**config.mk**
```make
export PLATFORM = sky130hd
export DESIGN_NAME = ik_swift_iter_ctrl_flat
export DESIGN_NICKNAME = d
export VERILOG_FILES = /design/src/rtl/ik_swift_iter_ctrl_pkg.sv /design/src/rtl/ik_swift_iter_ctrl_if.sv /design/src/rtl/ik_swift_iter_ctrl_delta_scan.sv /design/src/rtl/ik_swift_iter_ctrl.sv /design/src/flat_wrapper.sv
export SDC_FILE = /design/constraint.sdc
export NUM_CORES = 1
export LEC_CHECK = 0
export ABC_AREA = 1
export CAP_MARGIN = 20
export CORE_MARGIN = 8
export CORE_UTILIZATION = 53
export DETAILED_ROUTE_END_ITERATION = 8
export GPL_TIMING_DRIVEN = 0
export PLACE_DENSITY = 0.81
export SYNTH_ARGS = -nofsm -noshare
export SYNTH_HDL_FRONTEND = slang
export SYNTH_SLANG_ARGS = --single-unit
```
**constraint.sdc**
```tcl
create_clock -name clk -period 5.54 [get_ports clk]
set_input_delay 0.554 -clock clk [delete_from_list [all_inputs] [get_ports clk]]
set_output_delay 0.554 -clock clk [all_outputs]
set_load 0.05 [all_outputs]
```
**src/rtl/ik_swift_iter_ctrl_pkg.sv**
```systemverilog
// ik_swift_ctrl_pkg: shared types and helpers for the ik_swift iteration
// sequencer. It holds the sequencer state enum, the default joint count and
// word width, and the saturating magnitude used by the convergence scan.
package ik_swift_ctrl_pkg;

  localparam int N_JOINT_DEF = 6;
  localparam int W_DEF       = 36;
  localparam int IDX_W       = 3;   // joint index width (worst_joint port width)

  typedef enum logic [2:0] {
    IDLE  = 3'd0,
    CLEAR = 3'd1,
    RUN   = 3'd2,
    SCAN  = 3'd3,
    LOAD  = 3'd4,
    DONE  = 3'd5
  } state_t;

  // |v| for a signed Q19.16 word. The most negative code has no positive
  // counterpart, so it clamps to the largest positive code.
  function automatic logic [W_DEF-1:0] abs_sat(input logic signed [W_DEF-1:0] v);
    logic [W_DEF-1:0] r;
    if (!v[W_DEF-1])
      r = v;
    else if (v == {1'b1, {(W_DEF-1){1'b0}}})
      r = {1'b0, {(W_DEF-1){1'b1}}};
    else
      r = -v;
    return r;
  endfunction

endpackage

```
**src/rtl/ik_swift_iter_ctrl_if.sv**
```systemverilog
// ik_swift_iter_ctrl_if: the register-side and core-side signals of the
// iteration sequencer.
//   master : software/core side (drives go, abort, limits, core_done, deltas)
//   slave  : the sequencer (drives core controls and status)
interface ik_swift_iter_ctrl_if #(
  parameter int N_JOINT = 6,
  parameter int W       = 36,
  parameter int ITER_W  = 16
);
  logic                 go;
  logic                 abort;
  logic [ITER_W-1:0]    max_iter;
  logic [W-1:0]         tol;
  logic [N_JOINT-1:0]   joint_mask;
  logic                 core_done;
  logic [N_JOINT*W-1:0] core_delta;
  logic                 core_en;
  logic                 core_clr;
  logic                 param_load;
  logic                 busy;
  logic                 done;
  logic                 converged;
  logic                 iter_limit;
  logic                 timeout;
  logic [ITER_W-1:0]    iter_count;
  logic [2:0]           worst_joint;

  modport master (
    output go, abort, max_iter, tol, joint_mask, core_done, core_delta,
    input  core_en, core_clr, param_load, busy, done, converged, iter_limit,
           timeout, iter_count, worst_joint
  );

  modport slave (
    input  go, abort, max_iter, tol, joint_mask, core_done, core_delta,
    output core_en, core_clr, param_load, busy, done, converged, iter_limit,
           timeout, iter_count, worst_joint
  );
endinterface

```
**src/rtl/ik_swift_iter_ctrl_delta_scan.sv**
```systemverilog
// ik_delta_scan: latches the per-joint deltas when the core reports done and
// walks them one joint per cycle against the tolerance.
//   clk, reset     : clock, synchronous active-high reset
//   i_start        : latch i_delta and begin a scan at joint 0
//   i_clr          : abandon any scan and clear worst_joint (abort / new job)
//   i_delta        : flat per-joint deltas, joint i at [i*W +: W]
//   i_mask, i_tol  : participation mask and unsigned tolerance (live)
//   o_finish       : high on the cycle the last joint is examined
//   o_exceed       : any unmasked joint so far, including this cycle, > tol
//   o_worst_joint  : last joint index found exceeding tol
module ik_delta_scan
  import ik_swift_ctrl_pkg::*;
#(
  parameter int N_JOINT = N_JOINT_DEF,
  parameter int W       = W_DEF
) (
  input  logic                 clk,
  input  logic                 reset,
  input  logic                 i_start,
  input  logic                 i_clr,
  input  logic [N_JOINT*W-1:0] i_delta,
  input  logic [N_JOINT-1:0]   i_mask,
  input  logic [W-1:0]         i_tol,
  output logic                 o_finish,
  output logic                 o_exceed,
  output logic [IDX_W-1:0]     o_worst_joint
);

  localparam logic [IDX_W-1:0] LAST_IDX = IDX_W'(N_JOINT - 1);

  logic [N_JOINT-1:0][W-1:0] r_delta;
  logic [IDX_W-1:0]          r_idx;
  logic                      r_active;
  logic                      r_exceed;
  logic [IDX_W-1:0]          r_worst;

  logic [W-1:0] w_cur;
  logic         w_msk;
  logic         w_hit;

  // Explicit select loop keeps the index in range for any N_JOINT.
  always_comb begin
    w_cur = '0;
    w_msk = 1'b0;
    for (int i = 0; i < N_JOINT; i++) begin
      if (r_idx == IDX_W'(i)) begin
        w_cur = r_delta[i];
        w_msk = i_mask[i];
      end
    end
  end

  assign w_hit         = r_active && w_msk && (abs_sat(w_cur) > i_tol);
  assign o_finish      = r_active && (r_idx == LAST_IDX);
  assign o_exceed      = r_exceed | w_hit;
  assign o_worst_joint = r_worst;

  always_ff @(posedge clk) begin
    if (reset) begin
      r_delta  <= '0;
      r_idx    <= '0;
      r_active <= 1'b0;
      r_exceed <= 1'b0;
      r_worst  <= '0;
    end else if (i_clr) begin
      r_idx    <= '0;
      r_active <= 1'b0;
      r_exceed <= 1'b0;
      r_worst  <= '0;
    end else if (i_start) begin
      r_delta  <= i_delta;
      r_idx    <= '0;
      r_active <= 1'b1;
      r_exceed <= 1'b0;
    end else if (r_active) begin
      if (w_hit) begin
        r_exceed <= 1'b1;
        r_worst  <= r_idx;
      end
      if (o_finish) r_active <= 1'b0;
      else          r_idx    <= r_idx + 1'b1;
    end
  end

endmodule

```
**src/rtl/ik_swift_iter_ctrl.sv**
```systemverilog
// ik_swift_iter_ctrl: iteration sequencer for the ik_swift core. Clears and
// runs the core, scans the returned joint deltas against tol, and either
// finishes (converged / iter_limit / timeout) or loads the updated DH
// parameters and iterates again.
//   clk, reset : clock, synchronous active-high reset
//   io_bus     : slave side of ik_swift_iter_ctrl_if (go/abort/max_iter/tol/
//                joint_mask/core_done/core_delta in; core_en/core_clr/
//                param_load and status out)
module ik_swift_iter_ctrl
  import ik_swift_ctrl_pkg::*;
#(
  parameter int                N_JOINT    = N_JOINT_DEF,
  parameter int                W          = W_DEF,
  parameter int                ITER_W     = 16,
  parameter int                WDOG_W     = 20,
  parameter logic [WDOG_W-1:0] WDOG_LIMIT = 20'hFFFFF
) (
  input  logic          clk,
  input  logic          reset,
  ik_swift_iter_ctrl_if.slave io_bus
);

  state_t              r_state, w_state_nxt;
  logic [WDOG_W-1:0]   r_wdog;
  logic [ITER_W-1:0]   r_iter;
  logic                r_conv, r_lim, r_to;

  logic [WDOG_W-1:0]   w_wdog_inc;
  logic [ITER_W:0]     w_iter_p1, w_max_eff;
  logic                w_lim_hit;
  logic                w_job_go;
  logic                w_scan_start, w_scan_clr, w_scan_fin, w_exceed;
  logic                w_set_conv, w_set_lim, w_set_to, w_iter_inc;
  logic [IDX_W-1:0]    w_worst;

  assign w_wdog_inc = r_wdog + 1'b1;
  // Compare one bit wider so iter_count+1 cannot wrap; max_iter 0 acts as 1.
  assign w_iter_p1  = {1'b0, r_iter} + {{ITER_W{1'b0}}, 1'b1};
  assign w_max_eff  = (io_bus.max_iter == '0) ? {{ITER_W{1'b0}}, 1'b1}
                                              : {1'b0, io_bus.max_iter};
  assign w_lim_hit  = (w_iter_p1 >= w_max_eff);

  assign w_job_go   = ((r_state == IDLE) || (r_state == DONE)) &&
                      io_bus.go && !io_bus.abort;
  assign w_scan_clr = io_bus.abort | w_job_go;

  ik_delta_scan #(.N_JOINT(N_JOINT), .W(W)) u_scan (
    .clk           (clk),
    .reset         (reset),
    .i_start       (w_scan_start),
    .i_clr         (w_scan_clr),
    .i_delta       (io_bus.core_delta),
    .i_mask        (io_bus.joint_mask),
    .i_tol         (io_bus.tol),
    .o_finish      (w_scan_fin),
    .o_exceed      (w_exceed),
    .o_worst_joint (w_worst)
  );

  always_comb begin
    w_state_nxt  = r_state;
    w_scan_start = 1'b0;
    w_set_conv   = 1'b0;
    w_set_lim    = 1'b0;
    w_set_to     = 1'b0;
    w_iter_inc   = 1'b0;
    case (r_state)
      IDLE, DONE: if (io_bus.go) w_state_nxt = CLEAR;
      CLEAR:      w_state_nxt = RUN;
      RUN: begin
        // core_done takes precedence over a watchdog expiry in the same cycle
        if (io_bus.core_done) begin
          w_scan_start = 1'b1;
          w_state_nxt  = SCAN;
        end else if (w_wdog_inc == WDOG_LIMIT) begin
          w_set_to    = 1'b1;
          w_state_nxt = DONE;
        end
      end
      SCAN: begin
        if (w_scan_fin) begin
          w_iter_inc = 1'b1;
          if (!w_exceed) begin
            w_set_conv  = 1'b1;
            w_state_nxt = DONE;
          end else if (w_lim_hit) begin
            w_set_lim   = 1'b1;
            w_state_nxt = DONE;
          end else begin
            w_state_nxt = LOAD;
          end
        end
      end
      LOAD:    w_state_nxt = CLEAR;
      default: w_state_nxt = IDLE;
    endcase
    if (io_bus.abort) begin
      w_state_nxt  = IDLE;
      w_scan_start = 1'b0;
      w_set_conv   = 1'b0;
      w_set_lim    = 1'b0;
      w_set_to     = 1'b0;
      w_iter_inc   = 1'b0;
    end
  end

  always_ff @(posedge clk) begin
    if (reset) begin
      r_state <= IDLE;
      r_wdog  <= '0;
      r_iter  <= '0;
      r_conv  <= 1'b0;
      r_lim   <= 1'b0;
      r_to    <= 1'b0;
    end else begin
      r_state <= w_state_nxt;
      if (r_state == CLEAR)    r_wdog <= '0;
      else if (r_state == RUN) r_wdog <= w_wdog_inc;
      if (io_bus.abort || w_job_go) begin
        r_iter <= '0;
        r_conv <= 1'b0;
        r_lim  <= 1'b0;
        r_to   <= 1'b0;
      end else begin
        if (w_iter_inc && (r_iter != '1)) r_iter <= r_iter + 1'b1;
        if (w_set_conv) r_conv <= 1'b1;
        if (w_set_lim)  r_lim  <= 1'b1;
        if (w_set_to)   r_to   <= 1'b1;
      end
    end
  end

  assign io_bus.core_en     = (r_state == RUN);
  assign io_bus.core_clr    = (r_state == CLEAR);
  assign io_bus.param_load  = (r_state == LOAD);
  assign io_bus.busy        = (r_state != IDLE) && (r_state != DONE);
  assign io_bus.done        = (r_state == DONE);
  assign io_bus.converged   = r_conv;
  assign io_bus.iter_limit  = r_lim;
  assign io_bus.timeout     = r_to;
  assign io_bus.iter_count  = r_iter;
  assign io_bus.worst_joint = w_worst;

endmodule

```
**src/flat_wrapper.sv**
```systemverilog
// flat-port wrapper written by rule: the top's interface ports become plain ports
module ik_swift_iter_ctrl_flat import ik_swift_ctrl_pkg::*;
#(
  parameter int                N_JOINT    = N_JOINT_DEF,
  parameter int                W          = W_DEF,
  parameter int                ITER_W     = 16,
  parameter int                WDOG_W     = 20,
  parameter logic [WDOG_W-1:0] WDOG_LIMIT = 20'hFFFFF
)
  (clk, reset, io_bus_go, io_bus_abort, io_bus_max_iter, io_bus_tol, io_bus_joint_mask, io_bus_core_done, io_bus_core_delta, io_bus_core_en, io_bus_core_clr, io_bus_param_load, io_bus_busy, io_bus_done, io_bus_converged, io_bus_iter_limit, io_bus_timeout, io_bus_iter_count, io_bus_worst_joint);
  ik_swift_iter_ctrl_if #(.N_JOINT(N_JOINT), .W(W), .ITER_W(ITER_W)) io_bus_i ();
  input  logic clk;
  input  logic reset;
  input wire logic [$bits(io_bus_i.go)-1:0] io_bus_go;
  input wire logic [$bits(io_bus_i.abort)-1:0] io_bus_abort;
  input wire logic [$bits(io_bus_i.max_iter)-1:0] io_bus_max_iter;
  input wire logic [$bits(io_bus_i.tol)-1:0] io_bus_tol;
  input wire logic [$bits(io_bus_i.joint_mask)-1:0] io_bus_joint_mask;
  input wire logic [$bits(io_bus_i.core_done)-1:0] io_bus_core_done;
  input wire logic [$bits(io_bus_i.core_delta)-1:0] io_bus_core_delta;
  output wire logic [$bits(io_bus_i.core_en)-1:0] io_bus_core_en;
  output wire logic [$bits(io_bus_i.core_clr)-1:0] io_bus_core_clr;
  output wire logic [$bits(io_bus_i.param_load)-1:0] io_bus_param_load;
  output wire logic [$bits(io_bus_i.busy)-1:0] io_bus_busy;
  output wire logic [$bits(io_bus_i.done)-1:0] io_bus_done;
  output wire logic [$bits(io_bus_i.converged)-1:0] io_bus_converged;
  output wire logic [$bits(io_bus_i.iter_limit)-1:0] io_bus_iter_limit;
  output wire logic [$bits(io_bus_i.timeout)-1:0] io_bus_timeout;
  output wire logic [$bits(io_bus_i.iter_count)-1:0] io_bus_iter_count;
  output wire logic [$bits(io_bus_i.worst_joint)-1:0] io_bus_worst_joint;
  assign io_bus_i.go = io_bus_go;
  assign io_bus_i.abort = io_bus_abort;
  assign io_bus_i.max_iter = io_bus_max_iter;
  assign io_bus_i.tol = io_bus_tol;
  assign io_bus_i.joint_mask = io_bus_joint_mask;
  assign io_bus_i.core_done = io_bus_core_done;
  assign io_bus_i.core_delta = io_bus_core_delta;
  assign io_bus_core_en = io_bus_i.core_en;
  assign io_bus_core_clr = io_bus_i.core_clr;
  assign io_bus_param_load = io_bus_i.param_load;
  assign io_bus_busy = io_bus_i.busy;
  assign io_bus_done = io_bus_i.done;
  assign io_bus_converged = io_bus_i.converged;
  assign io_bus_iter_limit = io_bus_i.iter_limit;
  assign io_bus_timeout = io_bus_i.timeout;
  assign io_bus_iter_count = io_bus_i.iter_count;
  assign io_bus_worst_joint = io_bus_i.worst_joint;
  ik_swift_iter_ctrl #(.N_JOINT(N_JOINT), .W(W), .ITER_W(ITER_W), .WDOG_W(WDOG_W), .WDOG_LIMIT(WDOG_LIMIT)) u_core (.clk(clk), .reset(reset), .io_bus(io_bus_i));
endmodule
```
# --- After elaboration in Yosys (flattened, before gate mapping) ---
# Cells that the tools add are included.
op_classes:
  n_addsub: 5
  magnitude_cmp: 2
  eq_ne: 17
  n_mux: 44
  n_bitwise: 5
  reduce_logical: 25
ops:
  columns: ["cell", "count"]
  rows:
  - ["$mux 36", 8]
  - ["$eq 36x36->1 const B", 1]
  - ["$gt 36x36->1", 1]
  - ["$neg 36->36", 1]
  - ["$mux 1", 29]
  - ["$add 20x1->20 const B", 1]
  - ["$eq 20x20->1 const B", 1]
  - ["$add 16x1->17 const B", 1]
  - ["$ge 17x17->1", 1]
  - ["$add 16x1->16 const B", 1]
  - ["$logic_not 16->1", 1]
  - ["$mux 16", 1]
  - ["$ne 16x16->1 const B", 1]
  - ["$mux 3", 5]
  - ["$pmux 3 s5", 1]
  - ["$eq 3x2->1 const B", 4]
  - ["$eq 3x3->1 const B", 4]
  - ["$reduce_or 2->1", 5]
  - ["$logic_and 1x1->1", 7]
  - ["$eq 3x1->1 const B", 2]
  - ["$logic_not 3->1", 2]
  - ["$reduce_and 2->1", 3]
  - ["$reduce_and 3->1", 2]
  - ["$ne 2x2->1 const B", 2]
  - ["other kinds (9)", 13]
totals:
  ff_bits: 266
  input_bits: 279

# --- Logic depth before layout (Yosys ltp) ---
# Gate-level depths: netlist of the first run.
logic_depth:
  word_depth: 17
  mapped_depth: 40
  depth_no_buf: 37

# --- By module ---
# From an unflattened synthesis of the first run, not the netlist that was laid out.
hier_totals:
  cells_unflattened: 2428
  hier_area_um2: 15541.2
modules_own_cells:
  columns: ["module", "n_inst", "cells_per_inst", "area_per_inst_um2", "seq_area_each_um2"]
  rows:
  - ["ik_delta_scan", 1, 1963, 12499.5, 4484.3]
  - ["ik_swift_iter_ctrl", 1, 465, 3041.7, 840.8]

# --- Worst setup path before layout of the first run ---
# OpenSTA, ideal clock, no wires.
synth_path:
  path_kind: "register -> register"
  start: "register u_core.u_scan.r_idx[2]"
  end: "register u_core.r_state[0]"
  setup_ns: 0.116
  arrival_ns: 4.027
  required_ns: 5.424
  setup_slack_ns: 1.397
  path_stages_with_launch: 38
  n_path_buf: 4
  synth_period_minus_slack_ns: 4.143
  path_cell_list: "dfxtp_1 buf_6 inv_6 buf_6 ha_1 inv_2 buf_2 buf_2 o21ai_0 inv_1 nand2_1 nand2_1 nand2_1 inv_1 ha_1 inv_1 nor2_1 nand2_1 (+2 left out) nand2_1 nand3_1 nand2_1 nand3_2 ha_1 nand2_1 nor2_1 nand2_1 nor3_1 nand4_1 nand3_1 nand2_1 nand2_1 nand2_1 nand2_1 nand2_1 nand2_1 a21oi_1"
synth_via:
  elab_chain_cells: 16
synth_rtl:
  columns: ["element", "line_no", "text"]
  rows:
  - ["start: declaration", "ik_swift_iter_ctrl_delta_scan.sv:32", "logic [IDX_W-1:0] r_idx;"]
  - ["start signal: assignment", "ik_swift_iter_ctrl_delta_scan.sv:81", "else r_idx <= r_idx + 1'b1;"]
  - ["$logic_not 3->1", "ik_swift_iter_ctrl_delta_scan.sv:46", "if (r_idx == IDX_W'(i)) begin"]
  - ["$mux 36 (6 in a row)", "ik_swift_iter_ctrl_delta_scan.sv:46", null]
  - ["$neg 36->36 / $eq 36x36->1 (equally long branches)", "ik_swift_iter_ctrl_pkg.sv:28, ik_swift_iter_ctrl_pkg.sv:25", null]
  - ["$mux 36", "ik_swift_iter_ctrl_pkg.sv:25", "else if (v == {1'b1, {(W_DEF-1){1'b0}}})"]
  - ["$mux 36", "ik_swift_iter_ctrl_pkg.sv:23", "if (!v[W_DEF-1])"]
  - ["$gt 36x36->1", "ik_swift_iter_ctrl_delta_scan.sv:53", "assign w_hit = r_active && w_msk && (abs_sat(w_cur) > i_tol);"]
  - ["$logic_and 1x1->1", "ik_swift_iter_ctrl_delta_scan.sv:53", null]
  - ["$or 1x1->1", "ik_swift_iter_ctrl_delta_scan.sv:55", "assign o_exceed = r_exceed | w_hit;"]
  - ["$mux 3", "ik_swift_iter_ctrl.sv:83", "if (!w_exceed) begin"]
  - ["$mux 3", "ik_swift_iter_ctrl.sv:81", "if (w_scan_fin) begin"]
  - ["$pmux 3 s5", "ik_swift_iter_ctrl.sv:67", "case (r_state)"]
  - ["end signal: assignment", "ik_swift_iter_ctrl.sv:116", "r_state <= w_state_nxt;"]
  - ["end: declaration", "ik_swift_iter_ctrl.sv:23", "state_t r_state, w_state_nxt;"]
# Parallel ways exist; a longest one is shown, timed or not. The select of a mux whose other input is x is not followed.
# A chain may end at the register's enable or synchronous reset.

# --- Worst setup path after layout of the first run ---
layout_path:
  start: "register u_core.u_scan.r_idx[2]"
  end: "register u_core.u_scan.r_worst[1], in the netlist u_core.u_scan.o_worst_joint[1]"
layout_via:
  elab_chain_cells: 13
layout_rtl:
  columns: ["element", "line_no", "text"]
  rows:
  - ["$logic_not 3->1", "ik_swift_iter_ctrl_delta_scan.sv:46", null]
  - ["$mux 36 (6 in a row)", "ik_swift_iter_ctrl_delta_scan.sv:46", null]
  - ["$neg 36->36 / $eq 36x36->1 (equally long branches)", "ik_swift_iter_ctrl_pkg.sv:28, ik_swift_iter_ctrl_pkg.sv:25", null]
  - ["$mux 36", "ik_swift_iter_ctrl_pkg.sv:25", null]
  - ["$mux 36", "ik_swift_iter_ctrl_pkg.sv:23", null]
  - ["$gt 36x36->1", "ik_swift_iter_ctrl_delta_scan.sv:53", null]
  - ["$logic_and 1x1->1 (*)", "ik_swift_iter_ctrl_delta_scan.sv:53", null]
  - ["$reduce_and 3->1 (no source line) (*)", null, null]
  - ["end signal: assignment", "ik_swift_iter_ctrl_delta_scan.sv:78", "r_worst <= r_idx;"]
  - ["end: declaration", "ik_swift_iter_ctrl_delta_scan.sv:35", "logic [IDX_W-1:0] r_worst;"]
# Mark *: on every way between the ends. The rest lies on a longest branch, timed or not.

==> results of run 1 <==
==> routing by layer <==
metal,share of wire,up-vias
met5,0.0012,-
met3,0.10,134
met2,0.45,752
li1,-,8453
met4,0.039,10
met1,0.40,7831
==> how the worst min path moves through the flow <==
stage	slack (ns)	end	start
2_1_floorplan	0.42	u_core.u_scan.r_delta[105]$_SDFFE_PP0P_	u_core.u_scan.r_delta[105]$_SDFFE_PP0P_
3_3_place_gp	0.43	u_core.u_scan.r_delta[73]$_SDFFE_PP0P_	u_core.u_scan.r_delta[73]$_SDFFE_PP0P_
3_5_place_dp	0.44	u_core.u_scan.r_delta[182]$_SDFFE_PP0P_	u_core.u_scan.r_delta[182]$_SDFFE_PP0P_
4_1_cts	0.45	u_core.u_scan.r_delta[75]$_SDFFE_PP0P_	u_core.u_scan.r_delta[75]$_SDFFE_PP0P_
5_1_grt	0.46	u_core.u_scan.r_delta[39]$_SDFFE_PP0P_	u_core.u_scan.r_delta[39]$_SDFFE_PP0P_
6_report	0.45	u_core.u_scan.r_delta[105]$_SDFFE_PP0P_	u_core.u_scan.r_delta[105]$_SDFFE_PP0P_
==> cell usage after synthesis (7+ instances only) <==
cell / instances / area [um^2]
sky130_fd_sc_hd__buf_6: 11 / 123.9
sky130_fd_sc_hd__nand4_1: 15 / 93.84
sky130_fd_sc_hd__nand3_2: 18 / 180.2
sky130_fd_sc_hd__clkbuf_1: 87 / 326.6
sky130_fd_sc_hd__o211ai_1: 15 / 112.6
sky130_fd_sc_hd__o21ai_0: 300 / 1501
sky130_fd_sc_hd__o21ai_1: 10 / 50.05
sky130_fd_sc_hd__nand3_1: 157 / 785.8
sky130_fd_sc_hd__nor2_2: 9 / 56.30
sky130_fd_sc_hd__nor2_1: 144 / 540.5
sky130_fd_sc_hd__nand2_1: 495 / 1858
sky130_fd_sc_hd__inv_1: 434 / 1629
sky130_fd_sc_hd__dfxtp_1: 266 / 5325
sky130_fd_sc_hd__nor3_1: 13 / 65.06
sky130_fd_sc_hd__ha_1: 61 / 763.2
sky130_fd_sc_hd__inv_2: 8 / 30.03
sky130_fd_sc_hd__xor2_1: 23 / 201.4
sky130_fd_sc_hd__a211oi_1: 7 / 52.55
sky130_fd_sc_hd__buf_2: 24 / 120.1
sky130_fd_sc_hd__a21oi_1: 284 / 1421
==> power groups by stage <==
stage	logic (W)	clock network, W	registers (W)
global route	0.000644	0.00207	0.00197
finish	0.000590	0.00198	0.00197
floorplan	0.000265	0	0.00201
CTS	0.000580	0.00198	0.00197
detailed placement	0.000575	0	0.00201
global placement	0.000566	0	0.00201
==> logic make-up (layout without fill, tap and decap cells) <==
logic type	count (synthesis)	in the layout	share of synthesized area
simple gates	879	879	0.2443
compound gates	631	631	0.2086
buf+inv	573	933	0.1458
flops	266	266	0.3389
fa+ha+maj	61	61	0.04857
xor+xnor	25	25	0.01393
other cells	0	5	0
==> what timing repair did <==
item / CTS / global route
endpoints found under the hold margin: 0 / 0
gates resized for setup: 0 / 18
buffers inserted: 0 / 0
setup endpoints to repair: 0 / 7
==> worst max-delay path, delay by kind of cell, from the launching register on <==
family	cells	cell delay [ns]
adders and majority gates	3	0.71
AOI/OAI and AO/OA	2	0.17
and+or+nand+nor	20	2.32
buffers and inverters	11	1.53
DFF	1	0.32
==> cells in the final DEF (no fill, tap or decap), drive strengths merged, types with 5 or more instances in the layout <==
cell,instances
nor4,6
dfxtp,266
a211oi,7
clkbuf,122
nand3,177
clkinv,15
nor3,14
ha,61
nand3b,6
nand4,15
inv,444
a21oi,288
o21ai,310
clkdlybuf4s50,305
o211ai,16
nand2,501
xor2,23
buf,41
nor2,157
diode,5
==> per-stage QoR <==
stage / worst slack, ns / hold slack (ns) / util
global placement: 0.09956 / 0.4295 / 0.6549
detailed placement: 0.06913 / 0.4361 / 0.6549
CTS: 0.01065 / 0.4459 / 0.6885
floorplan: 1.397 / 0.4205 / -
finish: 0.3272 / 0.4457 / 0.6906
global route: -0.03749 / 0.4582 / 0.6904
==> sequential cells by signal, indices dropped and copies added, names as in the netlist, 3 cells and up <==
name	flops
u_core.u_scan.o_worst_joint	3
u_core.u_scan.r_idx	3
u_core.r_wdog	20
u_core.u_scan.r_delta	216
u_core.io_bus.iter_count	16
u_core.r_state	3
==> cell type report <==
cell class | instances | area [um^2]
multi-input cells | 1596 | 8138
inverters | 445 | 1675
clock buffers | 35 | 799.5
well taps | 390 | 488.0
fillers | 2608 | 9096
flip-flops and latches | 266 | 5325
repair buffers | 305 | 3053
clock inverters | 20 | 186.4
diodes | 5 | 12.51
plain buffers | 128 | 628.1
==> impl_metrics.prom, run 1 <==
# TYPE chip_impl_metric gauge
chip_impl_info{name="status",value="finished with violations"} 1
chip_impl_metric{name="worst_ep_required_time",unit="ns"} 5.97
chip_impl_metric{name="first_pass_iters",unit=""} 9
chip_impl_metric{name="report.final.setup_viol",unit=""} 0
chip_impl_metric{name="cts.sinks",unit=""} 266
chip_impl_metric{name="initial_core_util",unit=""} 0.5345
chip_impl_metric{name="power_share_of_the_sequential_group",unit=""} 0.434
chip_impl_metric{name="routed_wl",unit="mm"} 57.66
chip_impl_metric{name="chipWidth",unit="um"} 188.2
chip_impl_info{name="clockRootBuffer",value="sky130_fd_sc_hd__clkbuf_16"} 1
chip_impl_metric{name="per_cell_via_count_in_the_routed_design",unit=""} 5.386
chip_impl_metric{name="die_area",unit="um^2"} 35420
chip_impl_metric{name="global_route.overflow_total",unit=""} 0
chip_impl_metric{name="total_drc_errors_in_the_routed_layout",unit=""} 2
chip_impl_metric{name="fin_hold_viols",unit=""} 0
chip_impl_metric{name="gr-usage-met3",unit=""} 0.07874
chip_impl_metric{name="placement_rows",unit=""} 63
chip_impl_metric{name="switchingPower",unit="W"} 0.001172
chip_impl_metric{name="power.density_cell_area",unit="nW/um^2"} 223.5
chip_impl_metric{name="post-route-period-util",unit=""} 0.9409
chip_impl_metric{name="ys_ff_latch",unit=""} 266
chip_impl_metric{name="grt_first_pass_wirelength",unit="mm"} 87.77
chip_impl_metric{name="numPortBuffers",unit=""} 305
chip_impl_metric{name="min_path_cells",unit=""} 2
chip_impl_metric{name="report.final.slew_viol_count",unit=""} 0
chip_impl_info{name="start_kind",value="register"} 1
chip_impl_metric{name="layout.cells.non_filler",unit=""} 3190
chip_impl_metric{name="final_antenna_net_count",unit=""} 0
chip_impl_metric{name="wire_per_inst",unit="um"} 18.08
chip_impl_metric{name="reg2regPathDepth",unit=""} 36
chip_impl_metric{name="cts.hold.buffers_added",unit=""} 0
chip_impl_metric{name="clockPowerShare",unit=""} 0.436
chip_impl_metric{name="antenna_found_initial",unit=""} 7
chip_impl_info{name="crit-reg2reg-launch",value="u_core.u_scan.r_idx[2]$_SDFFE_PP0P_"} 1
chip_impl_metric{name="met1_usage",unit=""} 0.3876
chip_impl_metric{name="internal_cell_power",unit="W"} 0.003366
chip_impl_info{name="grt_most_used_layer",value="met2"} 1
chip_impl_metric{name="first_global_vias",unit=""} 16260
chip_impl_metric{name="area_growth",unit="%"} 29.21
chip_impl_metric{name="grt_usage",unit=""} 0.3087
chip_impl_metric{name="cp.arrival",unit="ns"} 5.64
chip_impl_metric{name="setup-tns-final",unit="ns"} 0
chip_impl_metric{name="cts_inserted_buffers",unit=""} 30
chip_impl_metric{name="clk_latency",unit="ns"} 0.57
chip_impl_metric{name="maxCapViolations",unit=""} 0
chip_impl_metric{name="syn_nets",unit=""} 2775
chip_impl_info{name="min_path_type",value="register to register"} 1
chip_impl_metric{name="clock.fmax",unit="MHz"} 191.8
chip_impl_metric{name="fp.coreArea",unit="um^2"} 29400
chip_impl_metric{name="place.detailed.hpwl",unit="mm"} 45.87
chip_impl_info{name="terminus_of_the_critical_flop_to_flop_path",value="u_core.u_scan.o_worst_joint[1]$_SDFFE_PP0P_"} 1
chip_impl_metric{name="worst_slew_margin_rel",unit=""} 0.2436
chip_impl_info{name="slowest_stage",value="sky130_fd_sc_hd__dfxtp_1"} 1
chip_impl_metric{name="r2r_setup_slack",unit="ns"} 0.33
chip_impl_metric{name="finalNetCount",unit=""} 3112
chip_impl_metric{name="cts-htree-levels",unit=""} 1
chip_impl_metric{name="yosysSeqAreaShare",unit=""} 0.3389
chip_impl_info{name="timing.critical_path.mode_cell",value="sky130_fd_sc_hd__nand2_1"} 1
chip_impl_metric{name="post_route_cells_drive_above_1_share",unit=""} 0.05689
chip_impl_info{name="critical_path.startpoint",value="u_core.u_scan.r_idx[2]$_SDFFE_PP0P_"} 1
chip_impl_metric{name="synthesis.area_per_instance",unit="um^2"} 6.454
chip_impl_info{name="critical_path.endpoint",value="u_core.u_scan.o_worst_joint[1]$_SDFFE_PP0P_"} 1
chip_impl_metric{name="synth-edff-count",unit=""} 0
chip_impl_metric{name="initialDrtViolationCount",unit=""} 1480
chip_impl_metric{name="floorplan.io_pins",unit=""} 306
chip_impl_metric{name="cellLeakagePower",unit="nW"} 8.918
chip_impl_info{name="timing.setup.critical_path_class",value="register to register"} 1
chip_impl_metric{name="final_area",unit="um^2"} 20310
chip_impl_metric{name="floorplan_die_height",unit="um"} 188.2
chip_impl_metric{name="ir_worst_vdd",unit="uV"} 223.8
chip_impl_metric{name="power.total",unit="W"} 0.004538
chip_impl_metric{name="worstMarginPinSlew",unit="ns"} 1.126
chip_impl_metric{name="critical-path-max-stage-delay",unit="ns"} 0.32
chip_impl_metric{name="async_reset_ff_frac",unit=""} 0
chip_impl_metric{name="yosys_warnings",unit=""} 0
chip_impl_metric{name="min_period",unit="ns"} 5.213
chip_impl_metric{name="number_of_library_cell_types_mapped_by_synthesis",unit=""} 43
chip_impl_metric{name="power_switching_share",unit=""} 0.2582
chip_impl_metric{name="dpl.cell_count",unit=""} 3130
chip_impl_metric{name="combPwrFrac",unit=""} 0.130
chip_impl_info{name="violated_checks",value="design-rule violations"} 1
chip_impl_metric{name="synth_area",unit="um^2"} 15720
chip_impl_metric{name="met2_usage",unit=""} 0.5060
chip_impl_metric{name="post_dp_cell_area",unit="um^2"} 19260
chip_impl_metric{name="clk_pin_slew_worst_paths",unit="ns"} 0.06
chip_impl_info{name="cts_tree",value="yes"} 1
chip_impl_metric{name="post_synth_inst_count",unit=""} 2435
chip_impl_metric{name="grt_max_degree",unit=""} 16
chip_impl_metric{name="gp_routability_congestion",unit=""} 0.9364
chip_impl_metric{name="maximum_root_to_sink_buffer_count",unit=""} 3
chip_impl_info{name="endpoint_kind",value="register"} 1
chip_impl_metric{name="skew",unit="ns"} 0.02170
chip_impl_metric{name="crit_path_max_fanout",unit=""} 10
chip_impl_info{name="postSynth.topFlopCell",value="sky130_fd_sc_hd__dfxtp_1"} 1
chip_impl_metric{name="route.vias.total",unit=""} 17180
No activity file was read; power rests on OpenSTA's default activity.
==> run 2, diff against run 1 <==
clock period = 5.15 ns   (was 5.54 ns; I/O delays follow)
==> run 2 against run 1 <==
The flow now finishes without violations; non-clock buffer count rose by 2; first-iteration DRC count down 0.27%; count of clock-buffer cells in the layout did not move; via count rose by 0.43%; sequential cell count unchanged; total power up 7.7%; clock power grew 8%; global-route usage barely moved; final area grew 0.43%; sequential power increased by 8%; core utilization rose by 0.30 points; critical endpoint unchanged.
==> impl_metrics.prom, run 2 (same netlist as run 1, synthesis figures left out) <==
# TYPE chip_impl_metric gauge
chip_impl_info{name="status",value="finished, final reports clean"} 1
chip_impl_metric{name="floorplan_die_height",unit="um"} 188.2
chip_impl_metric{name="report.final.setup_viol",unit=""} 0
chip_impl_metric{name="largest_register_ff_count",unit=""} 216
chip_impl_metric{name="die_area",unit="um^2"} 35420
chip_impl_metric{name="area_growth",unit="%"} 29.77
chip_impl_metric{name="cts-htree-levels",unit=""} 1
chip_impl_metric{name="report.final.slew_viol_count",unit=""} 0
chip_impl_metric{name="cts.sinks",unit=""} 266
chip_impl_info{name="largest_register",value="u_core.u_scan.r_delta"} 1
chip_impl_metric{name="grt_max_degree",unit=""} 16
chip_impl_metric{name="postLayoutSetupSlackWorst",unit="ns"} 0.2572
chip_impl_info{name="cts_tree",value="yes"} 1
chip_impl_metric{name="fp.coreArea",unit="um^2"} 29400
chip_impl_metric{name="skew",unit="ns"} 0.02011
chip_impl_metric{name="clk_pin_slew_worst_paths",unit="ns"} 0.06
chip_impl_metric{name="route.vias.total",unit=""} 17250
chip_impl_metric{name="chipWidth",unit="um"} 188.2
chip_impl_info{name="min_path_type",value="register to register"} 1
chip_impl_metric{name="finalNetCount",unit=""} 3114
chip_impl_metric{name="crit_buf_inv",unit=""} 8
chip_impl_metric{name="layout.cells.non_filler",unit=""} 3193
chip_impl_metric{name="maximum_root_to_sink_buffer_count",unit=""} 3
chip_impl_info{name="grt_setup_unrepaired",value="yes"} 1
chip_impl_info{name="clockRootBuffer",value="sky130_fd_sc_hd__clkbuf_16"} 1
chip_impl_metric{name="fin_hold_viols",unit=""} 0
chip_impl_metric{name="ir_worst_vdd",unit="uV"} 240.8
chip_impl_metric{name="dpl.cell_count",unit=""} 3130
chip_impl_info{name="slowest_stage",value="sky130_fd_sc_hd__dfxtp_1"} 1
chip_impl_metric{name="gp_routability_congestion",unit=""} 0.9364
chip_impl_metric{name="min_period",unit="ns"} 4.893
chip_impl_metric{name="clock.fmax",unit="MHz"} 204.4
chip_impl_metric{name="post_dp_cell_area",unit="um^2"} 19260
chip_impl_metric{name="floorplan.io_pins",unit=""} 306
chip_impl_info{name="timing.setup.critical_path_class",value="register to register"} 1
chip_impl_metric{name="initialDrtViolationCount",unit=""} 1476
chip_impl_info{name="critical_path.top_delay_family",value="simple AND/OR/NAND/NOR gates"} 1
chip_impl_info{name="endpoint_kind",value="register"} 1
chip_impl_metric{name="crit_path_max_fanout",unit=""} 10
chip_impl_metric{name="first_pass_iters",unit=""} 5
chip_impl_info{name="start_kind",value="register"} 1
chip_impl_metric{name="post-route-period-util",unit=""} 0.9501
chip_impl_metric{name="critical-path-max-stage-delay",unit="ns"} 0.34
chip_impl_info{name="mostFrequentLayoutCells",value="sky130_fd_sc_hd__nand2_1 (489), sky130_fd_sc_hd__inv_1 (433), sky130_fd_sc_hd__clkdlybuf4s50_1 (305), sky130_fd_sc_hd__o21ai_0 (300), sky130_fd_sc_hd__a21oi_1 (283)"} 1
chip_impl_metric{name="final_antenna_net_count",unit=""} 0
chip_impl_metric{name="maxCapViolations",unit=""} 0
chip_impl_metric{name="placement.setup.worst_slack",unit="ns"} -0.3209
chip_impl_metric{name="grt_first_pass_wirelength",unit="mm"} 87.80
chip_impl_metric{name="place.detailed.hpwl",unit="mm"} 45.87
chip_impl_metric{name="grt_usage",unit=""} 0.3087
chip_impl_metric{name="global_route.overflow_total",unit=""} 0
chip_impl_metric{name="per_cell_via_count_in_the_routed_design",unit=""} 5.404
chip_impl_info{name="layout_commonest_cell",value="sky130_fd_sc_hd__nand2_1"} 1
chip_impl_metric{name="worst_ep_required_time",unit="ns"} 5.58
chip_impl_metric{name="final_area",unit="um^2"} 20390
chip_impl_metric{name="worstMarginPinSlew",unit="ns"} 1.128
chip_impl_metric{name="cp.arrival",unit="ns"} 5.32
chip_impl_metric{name="placement_rows",unit=""} 63
chip_impl_metric{name="holdWs",unit="ns"} 0.4460
chip_impl_info{name="timing.critical_path.mode_cell",value="sky130_fd_sc_hd__nand2_1"} 1
chip_impl_metric{name="clk_latency",unit="ns"} 0.57
chip_impl_metric{name="wire_per_inst",unit="um"} 18.03
chip_impl_metric{name="power.density_cell_area",unit="nW/um^2"} 239.7
chip_impl_metric{name="total_drc_errors_in_the_routed_layout",unit=""} 0
chip_impl_metric{name="post_route_cells_drive_above_1_share",unit=""} 0.06328
chip_impl_metric{name="routed_wl",unit="mm"} 57.57
chip_impl_metric{name="first_global_vias",unit=""} 16260
chip_impl_metric{name="cellLeakagePower",unit="nW"} 8.959
chip_impl_metric{name="worst_slew_margin_rel",unit=""} 0.2422
chip_impl_metric{name="numPortBuffers",unit=""} 305
chip_impl_metric{name="initial_core_util",unit=""} 0.5345
chip_impl_metric{name="cts_inserted_buffers",unit=""} 30
chip_impl_metric{name="antenna_found_initial",unit=""} 7
==> run 2: routing by layer <==
layer / wire, um / global-route usage / vias up
li1: - / - / 8454
met1: 23390 / 0.3874 / 7866
met2: 26050 / 0.5056 / 789
met3: 5736 / 0.07874 / 139
met4: 2350 / 0.1115 / 6
met5: 36 / 0 / -
==> run 2: final timing paths <==
path | start | to | slack [ns] | cells after the start
setup / recovery | u_core.u_scan.r_idx[2]$_SDFFE_PP0P_ | u_core.u_scan.o_worst_joint[1]$_SDFFE_PP0P_ | 0.26 | 34
hold / removal | u_core.u_scan.r_delta[105]$_SDFFE_PP0P_ | u_core.u_scan.r_delta[105]$_SDFFE_PP0P_ | 0.45 | 2
setup reg to reg | u_core.u_scan.r_idx[2]$_SDFFE_PP0P_ | u_core.u_scan.o_worst_joint[1]$_SDFFE_PP0P_ | 0.26 | 34
hold reg to reg | u_core.u_scan.r_delta[105]$_SDFFE_PP0P_ | u_core.u_scan.r_delta[105]$_SDFFE_PP0P_ | 0.45 | 2
==> run 2: per-stage QoR <==
step                      total power (W)    util  TNS, ns
after floorplan                  0.002444       -        0
after global placement           0.002771  0.6549   -1.544
after detailed placement         0.002782  0.6549   -1.905
after CTS                        0.004877  0.6895        0
after global routing             0.005048  0.6933  -0.2006
final                            0.004888  0.6936        0
==> run 2: layout make-up <==
class / count / area [um^2]
multi-input cells: 1596 / 8175
clock inverters: 20 / 186.4
diodes: 6 / 15.01
flip-flops and latches: 266 / 5328
well taps: 390 / 488.0
plain buffers: 128 / 653.1
repair buffers: 307 / 3068
fillers: 2606 / 9009
clock buffers: 35 / 799.5
inverters: 445 / 1680
==> run 2: where the power goes <==
part	leakage (nW)	switching, W	internal [W]
Combinational	6.33	0.000330	0.000310
Clock	0.481	0.000910	0.00122
Sequential	2.15	0.0000211	0.00210
Total	8.96	0.00126	0.00363
==> run 2: what timing repair did <==
| action | CTS | global route |
|---|---|---|
| hold endpoints to repair | 0 | 0 |
| endpoints found under the setup margin | 7 | 7 |
| buffers inserted | 0 | 2 |
| hold buffers | 0 | 0 |
| resized for setup | 8 | 35 |
| pin swaps | 0 | 8 |
==> run 2: tightest hold or removal path: cells and delay by family (launching register included) <==
kind	cells	cell delay, ns
buffers and inverters	1	0.04
AOI/OAI and AO/OA	1	0.05
DFF	1	0.31
